### src/rtl/wr_ctrl.sv
// Host write controller: assembles a 512-bit message block from
// addressed 32-bit writes and hands it to the hash core.
module wr_ctrl #(
  parameter int DW = 32,
  parameter int NW = 16,
  parameter int AW = 4
) (
  input  logic             clk,
  input  logic             rst,
  input  logic             wr_en,
  input  logic [AW-1:0]    wr_addr,
  input  logic [DW-1:0]    wr_d,
  input  logic             start,
  input  logic             blk_rdy,
  input  logic             hash_done,
  output logic [NW*DW-1:0] msg_blk,
  output logic             blk_vld,
  output logic             busy,
  output logic             done,
  output logic             wr_err,
  output logic             start_err
);

  typedef enum logic [1:0] {
    IDLE,
    LOAD,
    HASH
  } state_t;

  state_t           state;
  state_t           state_n;
  logic [NW-1:0]    wr_mask;
  logic [NW-1:0]    mask_n;
  logic [NW-1:0]    wr_bit;
  logic [NW*DW-1:0] msg_n;
  logic             vld_n;
  logic             busy_n;
  logic             done_n;
  logic             werr_n;
  logic             serr_n;

  always_comb begin
    state_n = state;
    msg_n   = msg_blk;
    mask_n  = wr_mask;
    vld_n   = 1'b0;
    busy_n  = 1'b0;
    done_n  = 1'b0;
    werr_n  = 1'b0;
    serr_n  = 1'b0;
    wr_bit  = {{(NW-1){1'b0}}, wr_en} << wr_addr;
    unique case (state)
      IDLE: begin
        // A write in the start cycle counts toward completeness.
        if (wr_en) begin
          msg_n[(NW-1-int'(wr_addr))*DW +: DW] = wr_d;
          mask_n = wr_mask | wr_bit;
        end
        if (start) begin
          if (&mask_n) begin
            state_n = LOAD;
            vld_n   = 1'b1;
            busy_n  = 1'b1;
          end else begin
            serr_n = 1'b1;
          end
        end
      end
      LOAD: begin
        busy_n = 1'b1;
        werr_n = wr_en;
        serr_n = start;
        if (blk_rdy) begin
          state_n = HASH;
        end else begin
          vld_n = 1'b1;
        end
      end
      HASH: begin
        werr_n = wr_en;
        serr_n = start;
        if (hash_done) begin
          state_n = IDLE;
          done_n  = 1'b1;
          mask_n  = '0;
        end else begin
          busy_n = 1'b1;
        end
      end
      default: begin
        state_n = IDLE;
      end
    endcase
  end

  always_ff @(posedge clk) begin
    if (rst) begin
      state     <= IDLE;
      msg_blk   <= '0;
      wr_mask   <= '0;
      blk_vld   <= 1'b0;
      busy      <= 1'b0;
      done      <= 1'b0;
      wr_err    <= 1'b0;
      start_err <= 1'b0;
    end else begin
      state     <= state_n;
      msg_blk   <= msg_n;
      wr_mask   <= mask_n;
      blk_vld   <= vld_n;
      busy      <= busy_n;
      done      <= done_n;
      wr_err    <= werr_n;
      start_err <= serr_n;
    end
  end

endmodule

### config.mk
export PLATFORM = sky130hd
export DESIGN_NAME = wr_ctrl
export DESIGN_NICKNAME = d
export VERILOG_FILES = /design/src/rtl/wr_ctrl.sv
export SDC_FILE = /design/constraint.sdc
export NUM_CORES = 1
export LEC_CHECK = 0
export CORE_ASPECT_RATIO = 1.2
export CORE_MARGIN = 3
export CORE_UTILIZATION = 40
export DETAILED_ROUTE_END_ITERATION = 6
export PLACE_DENSITY = 0.76
export SETUP_SLACK_MARGIN = 0.15
export SYNTH_ARGS = -nofsm -noshare
export SYNTH_HDL_FRONTEND = slang
export SYNTH_SLANG_ARGS = --single-unit
export TNS_END_PERCENT = 100
### constraint.sdc
create_clock -name clk -period 4.9 [get_ports clk]
set_clock_uncertainty 0.2 [all_clocks]
set_input_delay 1.225 -clock clk [delete_from_list [all_inputs] [get_ports clk]]
set_output_delay 1.225 -clock clk [all_outputs]
set_load 0.02 [all_outputs]
; Word-level counts from Yosys, hierarchy flattened
; Cells that the tools add are included.
[word_totals]
rom_bits = 0
latchBits = 0
output_inout_bits = 517
mem_count = 0
input_bits = 42
wordCells = 51
ramBits = 0
reg_bits = 535
[classes]
n_eq_ne = 6
multipliers = 0
mux = 20
n_reduce_logical = 9
addsub = 2
shift = 3
bitwise_logic = 3
div = 0
magnitude_cmp = 0
[op_table]
columns = cell, count
row1 = bitwise mux 512 bit, 1
row2 = variable shift 32 x 33 -> 512 bit (first input constant), 1
row3 = variable part select 32 x 33 -> 512 bit, 1
row4 = two-way mux 16 bit, 3
row5 = negator 10 -> 33 bit, 1
row6 = case mux 16 bit (2 select lines), 1
row7 = bitwise OR 16 bit, 1
row8 = AND reduction 16 bit, 1
row9 = << shifter 1 x 4 -> 16 bit, 1
row10 = two-way mux 2 bit, 4
row11 = inequality test 2 bit (second input constant), 4
row12 = two-way mux 1 bit, 7
row13 = case mux 2 bit (3 select lines), 1
row14 = OR reduction 2 bit, 3
row15 = subtractor 4 x 4 -> 5 bit (first input constant), 1
row16 = case mux 1 bit (2 select lines), 2
row17 = AND reduction 2 bit, 2
row18 = AND reduction 4 bit, 1
row19 = case mux 1 bit (3 select lines), 1
row20 = equality test 2 x 1 -> 1 bit (second input constant), 1
row21 = equality test 2 bit (second input constant), 1
row22 = logical NOT 2 bit, 1
row23 = NOT 1 bit, 2
row24 = nonzero test 2 bit, 1

; Longest topological paths before layout
[logic_depth]
ltp_word = 8
depth_mapped = 12
mapped_depth_nobuf = 8

; Least setup slack after synthesis
; OpenSTA, ideal clock, no wires.
[synth_path]
path_kind = input-to-reg
startpoint = input port wr_addr[0]
endpoint = register msg_blk[10]
required_time_ns = 4.568
path_stages = 12
setup_ns = 0.132
slack_ns = 0.925
path_buffers = 6
t_arrival_ns = 3.643
cell_sequence = buf_2 clkinv_1 clkbuf_1 ha_1 clkbuf_1 or3_1 buf_6 or4_4 buf_6 buf_6 nand2_1 a21oi_1
[synth_between]
elab_chain_cells = 4
elab_cells_between_ends = 5
cone_classes = add/sub (2) / shift (2) / mux (1)
[synth_lines]
columns = element, line_no
row1 = start: declaration, 11  ; input logic [AW-1:0] wr_addr,
row2 = subtractor 4 x 4 -> 5 bit *, 56  ; msg_n[(NW-1-int'(wr_addr))*DW +: DW] = wr_d;
row3 = negator 10 -> 33 bit *, 56
row4 = variable part select 32 x 33 -> 512 bit / variable shift 32 x 33 -> 512 bit (equally long branches), 56
row5 = bitwise mux 512 bit *, 56
row6 = end signal: assignment, 108  ; msg_blk <= msg_n;
row7 = end: declaration, 16  ; output logic [NW*DW-1:0] msg_blk,
; Mark *: on every way between the ends. The rest lies on a longest branch, timed or not.
; A chain may end at the register's enable or synchronous reset.

; Worst setup path after layout
[layout_path]
startpoint = input port wr_addr[0]
endpoint = register msg_blk[283]
; Same word-level chain as after synthesis.

==> out/metrics.csv <==
stage;metric;value;unit
outcome;status;complete, no violations;
synthesis;syn-cell-area;19900;sq um
synthesis;synth_fp_nets;2588;
sta;fin_setup_tns;0;ns
critical_path;arrival;4.29;ns
global_routing;antenna_found_initial;2;
synthesis;ys_types;45;
synthesis;synth_edf_count;0;
sta;fin_crit_sh;0.829;
cts;clk_pin_slew;0.06;ns
floorplan;start_util;0.409;
pwr;ir_drop;0.287;mV
cts;cts_setup_buffers;0;
cts;cts_tree;built;
synthesis;yosysTopAreaCellShare;0.539;
sta;rsz0062_at_grt;no;
synthesis;ys_seq_elements;535;
sta;maxSlewHeadroom;0.274;
cts;ctsHoldBuffers;0;
cts;clk_path_buf_depth;3;
pwr;p_leak;9.42;nW
sta;whs;0.248;ns
global_routing;grt_max_degree;130;
floorplan;pin_count;559;
synthesis;ys_top_cells_by_area;dfxtp_1 54%, a21oi_1 13%, nor2_1 8.6%, nand2_1 6.6%, nand3_1 5.0%;
cts;worstSkewPairLatency;0.59;ns
floorplan;die_w;209;um
synthesis;syn_inst;2537;
sta;finalCriticalPeriod;4.06;ns
synthesis;ys_async_sr_fraction;0;
critical_path;start_kind;input pin;
synthesis;yosys_warnings;0;
placed_design;hpwl;58100;um
sta;setup_violations;0;
drt;via_count;20381;
global_routing;overflow;0;
hold_path;hp-class;flop to flop;
drt;antenna_left;0;
synthesis;synth_area_per_cell;7.83;sq um
drt;drc;0;
drt;firstDrtPassIters;6;
drt;first_iter_violations;2183;
sta;hold_violations;0;
critical_path;cp-end-kind;flop;
floorplan;row_count;88;
pwr;p_total;9.23;mW
critical_path;cp_max_fo;26;
drt;avgViaCountPerCell;5.55;
cts;h-tree-depth;2;
floorplan;core-area;48600;sq um
drt;wl;83600;um
synthesis;synth_common_cells;535 x dfxtp_1, 511 x a21oi_1, 457 x nor2_1, 347 x nand2_1, 200 x nand3_1;
cts;root_buffer;clkbuf_16;
global_routing;grt_pass1_wl;122000;um
global_routing;grt_pass1_vias;19326;
pwr;power.density;332;nW/um^2
floorplan;dieArea;52400;sq um
synthesis;synth_seq_area_share;0.539;
critical_path;cp.required;5.12;ns
placed_design;place.gp.congestion;0.902;
layout;drive_above_1_share;0.0625;
drt;wl_per_cell;22.8;um
sta;clock.fmax;246;MHz
sta;maxSlewViolCount;0;
synthesis;synth-main-ff-cell;dfxtp_1;
cts;clkSinkCount;535;
cts;cts-resized-gates;0;
synthesis;yosysTopAreaCell;dfxtp_1;
placed_design;portBuffers;558;
global_routing;track_usage;0.303;
critical_path;reg2reg_slack;2.12;ns
floorplan;die_height;250;um
run;max_cap_viol_count;0;
critical_path;crit_type;input pin to flop;
cts;cts_buffers;52;
synthesis;yosysMostFrequentCell;dfxtp_1;
layout;nNetsFinal;3049;
layout;synthToLayoutAreaGrowth;39.9;%
sta;tightestPinTransition;1.09;ns
[stage by stage]
stage                     worst slack, ns   util  instances  cell area, sq um
after detailed placement            0.310  0.535       3574             26000
after floorplan                     0.925      -       2537             19900
after CTS                           0.922  0.573       3668             27800
after global routing                0.698  0.573       3668             27800
final                               0.836  0.573       3669             27800
after global placement              0.449  0.535       3574             26000
[cell families after synthesis]
logic type	share of synthesized area
adder cells (fa/ha/maj)	0.00567
AO/OA/AOI/OAI	0.146
XOR/XNOR	0.00164
AND/OR/NAND/NOR	0.259
flip-flops	0.539
buffers and inverters	0.0496
[worst paths after layout]
check,startpoint,to,depth (start not counted)
min reg2reg,msg_blk[39],msg_blk[39],2
min,msg_blk[39],msg_blk[39],2
max,wr_addr[0],msg_blk[283],10
max reg2reg,state[0],msg_blk[184],9
[layer usage]
layer / global-route usage / routed length [um]
met3: 0.0834 / 8250
met4: 0.209 / 6880
met1: 0.359 / 30600
met2: 0.476 / 37900
met5: 0 / 11
[final cells by class]
type	count	area (sq um)
Tap cell	630	788
Antenna cell	1	2.50
Multi-Input combinational cell	1766	8210
Sequential cell	535	10700
Fill cell	4283	20800
Clock inverter	25	344
Timing Repair Buffer	635	6240
Clock buffer	69	1480
Inverter	8	30.0
[cell usage in the layout (no fill, tap or decap), types with 8 or more instances in the layout]
master           instances
buf_4                   71
dfxtp_1                535
clkbuf_16               53
nor3_1                 138
and2_1                  10
bufinv_16                8
clkbuf_8                 9
nand3_1                200
ha_1                     9
a21oi_1                511
a22oi_1                 21
nand2_2                  9
nor2_1                 454
clkinv_2                11
clkdlybuf4s50_1        557
nand2_1                338
a32oi_1                 10
nor2b_1                 19
[report_power, final]
group          switching, mW  internal (mW)
Clock                   1.74           2.54
Combinational          0.448          0.131
Sequential           0.00883           4.36
[sequential cells by signal, indices dropped and copies added, names as in the netlist]
signal and flops:
start_err 1, wr_mask 16, done 1, wr_err 1, state 2, blk_vld 1, msg_blk 512, busy 1
[worst max-delay path: stages]
cell	delay (ns)
clkdlybuf4s50_1	0.66
buf_4	0.33
clkinv_1	0.14
ha_1	0.35
nand3b_1	0.29
a211oi_2	0.40
nand2_1	0.44
buf_12	0.31
nand2_1	0.07
a21oi_1	0.06
No activity file was read; power rests on OpenSTA's default activity.
